--- src/rtl/uart_rx_fsm_if.sv ---
// Sampler/consumer bus of the UART RX controller.
// master: the RX FSM (drives the sampler controls and the result/status signals).
// slave:  the sampler and the downstream consumer viewed as a single peer.
interface uart_rx_fsm_if #(
    parameter int DATA_WIDTH = 8
);
    logic                  data_samp_en;
    logic [4:0]            edge_cnt;
    logic                  sampled_bit;
    logic [DATA_WIDTH-1:0] P_DATA;
    logic                  data_valid;
    logic                  par_err;
    logic                  stp_err;
    logic                  strt_glitch;

    modport master (
        output data_samp_en, edge_cnt, P_DATA, data_valid, par_err, stp_err, strt_glitch,
        input  sampled_bit
    );

    modport slave (
        input  data_samp_en, edge_cnt, P_DATA, data_valid, par_err, stp_err, strt_glitch,
        output sampled_bit
    );
endinterface

--- src/rtl/uart_rx_fsm.sv ---
// UART RX controller: sequences the oversampling sampler and deserializes
// start / data (LSB first) / optional parity / stop into P_DATA with status pulses.
module uart_rx_fsm #(
    parameter int DATA_WIDTH = 8
) (
    input  logic          clk,
    input  logic          ARSTn,
    input  logic          RX_IN,
    input  logic [4:0]    prescale,
    input  logic          PAR_EN,
    input  logic          PAR_TYP,
    uart_rx_fsm_if.master rx_bus
);
    localparam int CW = (DATA_WIDTH > 1) ? $clog2(DATA_WIDTH) : 1;
    localparam logic [CW-1:0] LAST_BIT = CW'(DATA_WIDTH - 1);

    typedef enum logic [2:0] {IDLE, START, DATA, PARITY, STOP} state_t;

    state_t                state_reg, state_next;
    logic [4:0]            edge_reg, edge_next;
    logic [4:0]            p_reg, p_next;
    logic                  par_en_reg, par_en_next;
    logic                  par_typ_reg, par_typ_next;
    logic [CW-1:0]         bit_reg, bit_next;
    logic [DATA_WIDTH-1:0] shift_reg, shift_next;
    logic [DATA_WIDTH-1:0] pdata_reg, pdata_next;
    logic                  par_flag_reg, par_flag_next;
    logic                  valid_reg, valid_next;
    logic                  par_err_reg, par_err_next;
    logic                  stp_err_reg, stp_err_next;
    logic                  glitch_reg, glitch_next;

    logic [4:0]            p_last;
    logic                  boundary;
    logic [DATA_WIDTH-1:0] shifted;

    // Sampler output is only trustworthy in the last oversample edge of a bit.
    assign p_last   = p_reg - 5'd1;
    assign boundary = (state_reg != IDLE) && (edge_reg == p_last);

    // Shift-right image of the data register with the new bit entering the MSB.
    generate
        for (genvar gi = 0; gi < DATA_WIDTH - 1; gi++) begin : g_shift
            assign shifted[gi] = shift_reg[gi + 1];
        end
    endgenerate
    assign shifted[DATA_WIDTH-1] = rx_bus.sampled_bit;

    // Next-state, counters, frame config latch and status pulse generation.
    always_comb begin
        state_next    = state_reg;
        edge_next     = edge_reg;
        p_next        = p_reg;
        par_en_next   = par_en_reg;
        par_typ_next  = par_typ_reg;
        bit_next      = bit_reg;
        shift_next    = shift_reg;
        pdata_next    = pdata_reg;
        par_flag_next = par_flag_reg;
        valid_next    = 1'b0;
        par_err_next  = 1'b0;
        stp_err_next  = 1'b0;
        glitch_next   = 1'b0;

        if (state_reg != IDLE) begin
            edge_next = boundary ? 5'd0 : edge_reg + 5'd1;
        end

        case (state_reg)
            IDLE: begin
                edge_next = 5'd0;
                if (!RX_IN) begin
                    // Detect cycle is edge 0; config is frozen for the whole frame.
                    state_next   = START;
                    edge_next    = 5'd1;
                    p_next       = (prescale < 5'd4) ? 5'd8 : prescale;
                    par_en_next  = PAR_EN;
                    par_typ_next = PAR_TYP;
                end
            end
            START: begin
                if (boundary) begin
                    if (!rx_bus.sampled_bit) begin
                        state_next = DATA;
                        bit_next   = '0;
                    end else begin
                        state_next  = IDLE;
                        glitch_next = 1'b1;
                    end
                end
            end
            DATA: begin
                if (boundary) begin
                    shift_next = shifted;
                    bit_next   = bit_reg + 1'b1;
                    if (bit_reg == LAST_BIT) begin
                        state_next = par_en_reg ? PARITY : STOP;
                    end
                end
            end
            PARITY: begin
                if (boundary) begin
                    par_flag_next = rx_bus.sampled_bit ^ (^shift_reg) ^ par_typ_reg;
                    state_next    = STOP;
                end
            end
            STOP: begin
                if (boundary) begin
                    state_next    = IDLE;
                    stp_err_next  = ~rx_bus.sampled_bit;
                    par_err_next  = par_flag_reg;
                    par_flag_next = 1'b0;
                    if (rx_bus.sampled_bit && !par_flag_reg) begin
                        pdata_next = shift_reg;
                        valid_next = 1'b1;
                    end
                end
            end
            default: state_next = IDLE;
        endcase
    end

    // State and datapath registers with synchronous active-low reset.
    always_ff @(posedge clk) begin
        if (!ARSTn) begin
            state_reg    <= IDLE;
            edge_reg     <= 5'd0;
            p_reg        <= 5'd0;
            par_en_reg   <= 1'b0;
            par_typ_reg  <= 1'b0;
            bit_reg      <= '0;
            shift_reg    <= '0;
            pdata_reg    <= '0;
            par_flag_reg <= 1'b0;
            valid_reg    <= 1'b0;
            par_err_reg  <= 1'b0;
            stp_err_reg  <= 1'b0;
            glitch_reg   <= 1'b0;
        end else begin
            state_reg    <= state_next;
            edge_reg     <= edge_next;
            p_reg        <= p_next;
            par_en_reg   <= par_en_next;
            par_typ_reg  <= par_typ_next;
            bit_reg      <= bit_next;
            shift_reg    <= shift_next;
            pdata_reg    <= pdata_next;
            par_flag_reg <= par_flag_next;
            valid_reg    <= valid_next;
            par_err_reg  <= par_err_next;
            stp_err_reg  <= stp_err_next;
            glitch_reg   <= glitch_next;
        end
    end

    assign rx_bus.data_samp_en = (state_reg != IDLE);
    assign rx_bus.edge_cnt     = edge_reg;
    assign rx_bus.P_DATA       = pdata_reg;
    assign rx_bus.data_valid   = valid_reg;
    assign rx_bus.par_err      = par_err_reg;
    assign rx_bus.stp_err      = stp_err_reg;
    assign rx_bus.strt_glitch  = glitch_reg;
endmodule

--- src/flat_wrapper.sv ---
// flat-port wrapper written by rule: the top's interface ports become plain ports
module uart_rx_fsm_flat 
#(
    parameter int DATA_WIDTH = 8
)
  (clk, ARSTn, RX_IN, prescale, PAR_EN, PAR_TYP, rx_bus_data_samp_en, rx_bus_edge_cnt, rx_bus_P_DATA, rx_bus_data_valid, rx_bus_par_err, rx_bus_stp_err, rx_bus_strt_glitch, rx_bus_sampled_bit);
  uart_rx_fsm_if #(.DATA_WIDTH(DATA_WIDTH)) rx_bus_i ();
  input  logic clk;
  input  logic ARSTn;
  input  logic RX_IN;
  input  logic [4:0] prescale;
  input  logic PAR_EN;
  input  logic PAR_TYP;
  output wire logic [$bits(rx_bus_i.data_samp_en)-1:0] rx_bus_data_samp_en;
  output wire logic [$bits(rx_bus_i.edge_cnt)-1:0] rx_bus_edge_cnt;
  output wire logic [$bits(rx_bus_i.P_DATA)-1:0] rx_bus_P_DATA;
  output wire logic [$bits(rx_bus_i.data_valid)-1:0] rx_bus_data_valid;
  output wire logic [$bits(rx_bus_i.par_err)-1:0] rx_bus_par_err;
  output wire logic [$bits(rx_bus_i.stp_err)-1:0] rx_bus_stp_err;
  output wire logic [$bits(rx_bus_i.strt_glitch)-1:0] rx_bus_strt_glitch;
  input wire logic [$bits(rx_bus_i.sampled_bit)-1:0] rx_bus_sampled_bit;
  assign rx_bus_data_samp_en = rx_bus_i.data_samp_en;
  assign rx_bus_edge_cnt = rx_bus_i.edge_cnt;
  assign rx_bus_P_DATA = rx_bus_i.P_DATA;
  assign rx_bus_data_valid = rx_bus_i.data_valid;
  assign rx_bus_par_err = rx_bus_i.par_err;
  assign rx_bus_stp_err = rx_bus_i.stp_err;
  assign rx_bus_strt_glitch = rx_bus_i.strt_glitch;
  assign rx_bus_i.sampled_bit = rx_bus_sampled_bit;
  uart_rx_fsm #(.DATA_WIDTH(DATA_WIDTH)) u_core (.clk(clk), .ARSTn(ARSTn), .RX_IN(RX_IN), .prescale(prescale), .PAR_EN(PAR_EN), .PAR_TYP(PAR_TYP), .rx_bus(rx_bus_i));
endmodule
--- config.mk ---
export PLATFORM = sky130hd
export DESIGN_NAME = uart_rx_fsm_flat
export DESIGN_NICKNAME = d
export VERILOG_FILES = /design/src/rtl/uart_rx_fsm_if.sv /design/src/rtl/uart_rx_fsm.sv /design/src/flat_wrapper.sv
export SDC_FILE = /design/constraint.sdc
export NUM_CORES = 1
export LEC_CHECK = 0
export BUFFER_PORTS_ARGS = -buffer_cell sky130_fd_sc_hd__clkbuf_2
export CAP_MARGIN = 10
export CORE_MARGIN = 3
export CORE_UTILIZATION = 30
export DETAILED_ROUTE_END_ITERATION = 8
export GPL_TIMING_DRIVEN = 0
export PLACE_DENSITY = 0.56
export SYNTH_ARGS = -nofsm -noshare
export SYNTH_HDL_FRONTEND = slang
export SYNTH_SLANG_ARGS = --single-unit
export TNS_END_PERCENT = 100
--- constraint.sdc ---
create_clock -name clk -period 2.15 [get_ports clk]
set_clock_uncertainty 0.05 [all_clocks]
set_input_delay 0.3225 -clock clk [delete_from_list [all_inputs] [get_ports clk]]
set_output_delay 0.3225 -clock clk [all_outputs]
set_load 0.05 [all_outputs]
==> report_table.html <==
<table>
<tr><th>Metric</th><th>Value</th></tr>
<tr><th colspan="2">Worst hold path</th></tr>
<tr><td>Tightest Hold Check Type</td><td>in2reg</td></tr>
<tr><th colspan="2">Clock network</th></tr>
<tr><td>Clock tree sinks</td><td>39</td></tr>
<tr><td>Maximum clock insertion buffer count</td><td>2</td></tr>
<tr><td>Total of hold buffers inserted after clock tree synthesis</td><td>0</td></tr>
<tr><td>Number of buffers created by CTS</td><td>5</td></tr>
<tr><td>CTS tree</td><td>built</td></tr>
<tr><td>H-tree depth</td><td>2</td></tr>
<tr><td>Clock latency at the later pin of the worst-skew pair</td><td>0.29 ns</td></tr>
<tr><td>Post-CTS clock slew at the launch and capture registers of the worst setup and hold paths</td><td>0.08 ns</td></tr>
<tr><td>Clock root buffer</td><td>sky130_fd_sc_hd__clkbuf_8</td></tr>
<tr><th colspan="2">Yosys</th></tr>
<tr><td>Proportion of netlist area held by the largest area contributor</td><td>43.0%</td></tr>
<tr><td>Number of flops mapped to enable cells by yosys</td><td>0</td></tr>
<tr><td>Cell area after synthesis</td><td>0.00181 mm2</td></tr>
<tr><td>Warning count from the yosys run</td><td>0</td></tr>
<tr><td>Ranking of synthesized cells by area</td><td>sky130_fd_sc_hd__dfxtp_1 (43%), sky130_fd_sc_hd__mux2i_1 (8.8%), sky130_fd_sc_hd__nand2_1 (7.2%), sky130_fd_sc_hd__xnor2_1 (6.3%), sky130_fd_sc_hd__ha_1 (2.8%)</td></tr>
<tr><td>Most used DFF post-synth</td><td>sky130_fd_sc_hd__dfxtp_1</td></tr>
<tr><td>Post-synthesis register bit count</td><td>39</td></tr>
<tr><td>Number of instances in the synthesized netlist</td><td>roughly 200</td></tr>
<tr><td>Seq/Total Area, Yosys</td><td>43.0%</td></tr>
<tr><td>Fraction of registers with async set or reset after synthesis</td><td>0%</td></tr>
<tr><td>Count of distinct cell types in the synthesized netlist</td><td>41</td></tr>
<tr><td>Cell type with the highest aggregate area in the netlist</td><td>sky130_fd_sc_hd__dfxtp_1</td></tr>
<tr><td>Mean cell area of the mapped netlist</td><td>9.30 um2</td></tr>
<tr><td>Post-synth net total</td><td>210</td></tr>
<tr><th colspan="2">Critical path</th></tr>
<tr><td>Critical path peak fanout</td><td>8</td></tr>
<tr><td>Required time worst endpoint</td><td>2.28 ns</td></tr>
<tr><td>CP Capture Type</td><td>flip-flop</td></tr>
<tr><td>Category of the critical setup timing path</td><td>reg2reg</td></tr>
<tr><td>Launching element type of the critical path</td><td>flip-flop</td></tr>
<tr><td>CP arrival</td><td>2.20 ns</td></tr>
<tr><th colspan="2">Timing</th></tr>
<tr><td>Setup TNS</td><td>0 ns</td></tr>
<tr><td>Final Cycle Share</td><td>between 90% and 100%</td></tr>
<tr><td>Final hold violation count</td><td>0</td></tr>
<tr><td>Count of pins over their slew limit</td><td>0</td></tr>
<tr><td>Pin slew with the least headroom to its limit</td><td>between 1 and 1.5 ns</td></tr>
<tr><td># setup viols final</td><td>0</td></tr>
<tr><td>Worst setup slack after layout</td><td>0.0837 ns</td></tr>
<tr><td>Setup repair after global routing missed its margin</td><td>true</td></tr>
<tr><td>Max-slew headroom at the worst pin</td><td>28.7%</td></tr>
<tr><td>Final period demand of the worst path</td><td>2.07 ns</td></tr>
<tr><td>Fmax</td><td>484 MHz</td></tr>
<tr><th colspan="2">Routing</th></tr>
<tr><td>Average wire per standard cell</td><td>approximately 13 um</td></tr>
<tr><td>Detailed-route via count</td><td>approximately 1400</td></tr>
<tr><td>DR iter-0 viols</td><td>72</td></tr>
<tr><td>Final wirelength</td><td>roughly 3.8 mm</td></tr>
<tr><td>Via/cell ratio</td><td>4.74</td></tr>
<tr><td>Post-detailed-route DRC marker count</td><td>0</td></tr>
<tr><td>Post-detailed-route count of antenna-violating nets</td><td>0</td></tr>
<tr><td>Length of the first detailed-routing pass in iterations</td><td>4</td></tr>
<tr><th colspan="2">Flow run</th></tr>
<tr><td>Max-cap check violation count</td><td>0</td></tr>
<tr><th colspan="2">Floorplanning</th></tr>
<tr><td>Boundary Pins</td><td>29</td></tr>
<tr><td>Die Outline Area</td><td>0.00702 mm2</td></tr>
<tr><td>Initial Utilization</td><td>a little under a third</td></tr>
<tr><td>Die width</td><td>83.8 um</td></tr>
<tr><td>Core region area</td><td>0.00568 mm2</td></tr>
<tr><td>Height of the chip</td><td>83.8 um</td></tr>
<tr><td>Placement Rows</td><td>27</td></tr>
<tr><th colspan="2">GRT</th></tr>
<tr><td>Residual overflow from global routing</td><td>0</td></tr>
<tr><td>Pin count of the biggest net entering global routing</td><td>13</td></tr>
<tr><td>Gr usage total</td><td>11.6%</td></tr>
<tr><td>Antenna violations before repair</td><td>0</td></tr>
<tr><td>Global-route wire length before repair</td><td>6.63 mm</td></tr>
<tr><td>Number of global-route vias before repair</td><td>~1400</td></tr>
<tr><th colspan="2">Placement</th></tr>
<tr><td>Dpl hpwl</td><td>2.70 mm</td></tr>
<tr><td>GP Congestion</td><td>0.759</td></tr>
<tr><td>Post-detailed-placement cell area</td><td>0.00204 mm2</td></tr>
<tr><td>Count of buffers from port buffering</td><td>26</td></tr>
<tr><td>Pre-CTS setup slack</td><td>-0.158 ns</td></tr>
<tr><th colspan="2">Layout</th></tr>
<tr><td>Final Cell Area</td><td>0.00223 mm2</td></tr>
<tr><td>Fraction of layout instances using a drive strength above 1</td><td>24.5%</td></tr>
<tr><td>Area occupied by registers</td><td>791 um2</td></tr>
<tr><td># diodes</td><td>0</td></tr>
<tr><td>Number of nets in the layout</td><td>247</td></tr>
<tr><td>Multi-input gate area</td><td>982 um2</td></tr>
<tr><td>Fillcell total</td><td>591</td></tr>
<tr><td>Area added between synthesis and finish</td><td>22.7%</td></tr>
<tr><th colspan="2">Status</th></tr>
<tr><td>Outcome</td><td>complete, no violations</td></tr>
<tr><th colspan="2">Power and ir drop</th></tr>
<tr><td>Worst-case vdd ir drop</td><td>0.000274 V</td></tr>
<tr><td>Static leakage</td><td>0.964 nW</td></tr>
<tr><td>Power per unit of standard cell area</td><td>669 mW/mm2</td></tr>
</table>
-- layout by cell type (no fill, tap or decap), types with 3 or more instances in the layout --
master,instances
sky130_fd_sc_hd__nor4b_1,3
sky130_fd_sc_hd__a21boi_0,4
sky130_fd_sc_hd__nor2_1,6
sky130_fd_sc_hd__clkbuf_1,8
sky130_fd_sc_hd__buf_6,3
sky130_fd_sc_hd__nor3_1,8
sky130_fd_sc_hd__nand2_1,34
sky130_fd_sc_hd__nand3_1,3
sky130_fd_sc_hd__clkbuf_2,26
sky130_fd_sc_hd__o22ai_1,4
sky130_fd_sc_hd__mux2i_1,16
sky130_fd_sc_hd__xor2_1,5
sky130_fd_sc_hd__clkbuf_8,6
sky130_fd_sc_hd__inv_1,3
sky130_fd_sc_hd__xnor2_1,13
sky130_fd_sc_hd__nor2b_1,5
sky130_fd_sc_hd__dfxtp_1,35
sky130_fd_sc_hd__buf_4,4
sky130_fd_sc_hd__ha_1,3
-- cells in the mapped netlist (3+ instances only) --
cell type                  count
sky130_fd_sc_hd__dfxtp_1      39
sky130_fd_sc_hd__nand2_1      35
sky130_fd_sc_hd__mux2i_1      16
sky130_fd_sc_hd__xnor2_1      13
sky130_fd_sc_hd__nor3_1        9
sky130_fd_sc_hd__clkbuf_1      8
sky130_fd_sc_hd__nor2_1        6
sky130_fd_sc_hd__inv_1         5
sky130_fd_sc_hd__nor2b_1       5
sky130_fd_sc_hd__xor2_1        5
sky130_fd_sc_hd__a21boi_0      4
sky130_fd_sc_hd__ha_1          4
sky130_fd_sc_hd__o22ai_1       4
sky130_fd_sc_hd__buf_4         3
sky130_fd_sc_hd__nand3_1       3
sky130_fd_sc_hd__nor3b_1       3
sky130_fd_sc_hd__nor4b_1       3
-- where the power goes --
group | switching (W) | total [W] | internal (W)
clock | 0.000260 | 0.000589 | 0.000329
sequential | 0.0000136 | 0.000747 | 0.000733
combinational | 0.0000944 | 0.000154 | 0.0000600
total | 0.000368 | 0.00149 | 0.00112
-- cell type report --
type | count | area share [%]
Sequential cell | 39 | 35.5
Tap cell | 72 | 4.05
Multi-Input combinational cell | 139 | 44.1
Clock inverter | 1 | 0.225
Clock buffer | 7 | 4.83
Timing Repair Buffer | 30 | 7.25
Buffer | 12 | 3.04
Inverter | 5 | 0.956
-- per-layer routing --
layer / global-route usage (%) / vias to the layer above / part of all wire, %
li1: - / 749 / -
met1: 15.2 / 666 / 48
met2: 18.2 / 26 / 46
met3: 3.16 / 4 / 4.1
met4: 3.95 / 0 / 1.3
met5: 0 / - / 0
-- path summary, 6_finish.rpt --
check,start,end,slack (ns),cells past startpoint
worst min register to register,u_core.rx_bus.P_DATA[1]$_SDFFE_PN0P_,u_core.rx_bus.P_DATA[1]$_SDFFE_PN0P_,0.41,2
worst max-delay path,u_core.p_reg[0]$_SDFFE_PN0P_,u_core.rx_bus.P_DATA[4]$_SDFFE_PN0P_,0.08,9
worst max register to register,u_core.p_reg[0]$_SDFFE_PN0P_,u_core.rx_bus.P_DATA[4]$_SDFFE_PN0P_,0.08,9
worst min-delay path,PAR_EN,u_core.par_en_reg$_SDFFE_PN0P_,0.21,3
-- cells by family (layout without fill, tap and decap cells) --
kind of cell | count (synthesis) | count (layout) | share of synthesized area [%]
flip-flops | 39 | 39 | 43.0
buffers and inverters | 17 | 55 | 4.55
XOR/XNOR | 18 | 18 | 8.69
AO/OA/AOI/OAI | 22 | 22 | 9.24
adder cells (fa/ha/maj) | 4 | 4 | 2.76
AND/OR/NAND/NOR | 79 | 79 | 22.9
multiplexers | 16 | 16 | 8.83
-- through the flow --
stage	total power, W	std cells	hold slack (ns)	utilization, %
after global routing	0.00157	305	0.230	39.2
final	0.00149	305	0.214	39.2
after floorplan	0.000866	195	0.400	-
after CTS	0.00150	303	0.210	38.6
after global placement	0.000904	293	0.397	36.0
after detailed placement	0.000905	293	0.408	36.0
-- critical path: stages, from the launching register on --
cell and delay [ns]:
sky130_fd_sc_hd__dfxtp_4 0.36, sky130_fd_sc_hd__inv_4 0.05, sky130_fd_sc_hd__ha_4 0.14, sky130_fd_sc_hd__nand2_2 0.05, sky130_fd_sc_hd__or4_4 0.43, sky130_fd_sc_hd__a211oi_4 0.28, sky130_fd_sc_hd__buf_6 0.16, sky130_fd_sc_hd__nand4b_1 0.12
sky130_fd_sc_hd__buf_6 0.19, sky130_fd_sc_hd__mux2i_1 0.12
-- timing repair --
action                                  CTS  global route
cloned                                    1             0
pin swaps                                 2             4
endpoints found under the setup margin   30            25
resized for setup                         6             7
buffers inserted                          1             2
Note: power is estimated with default switching activity, not from simulation.
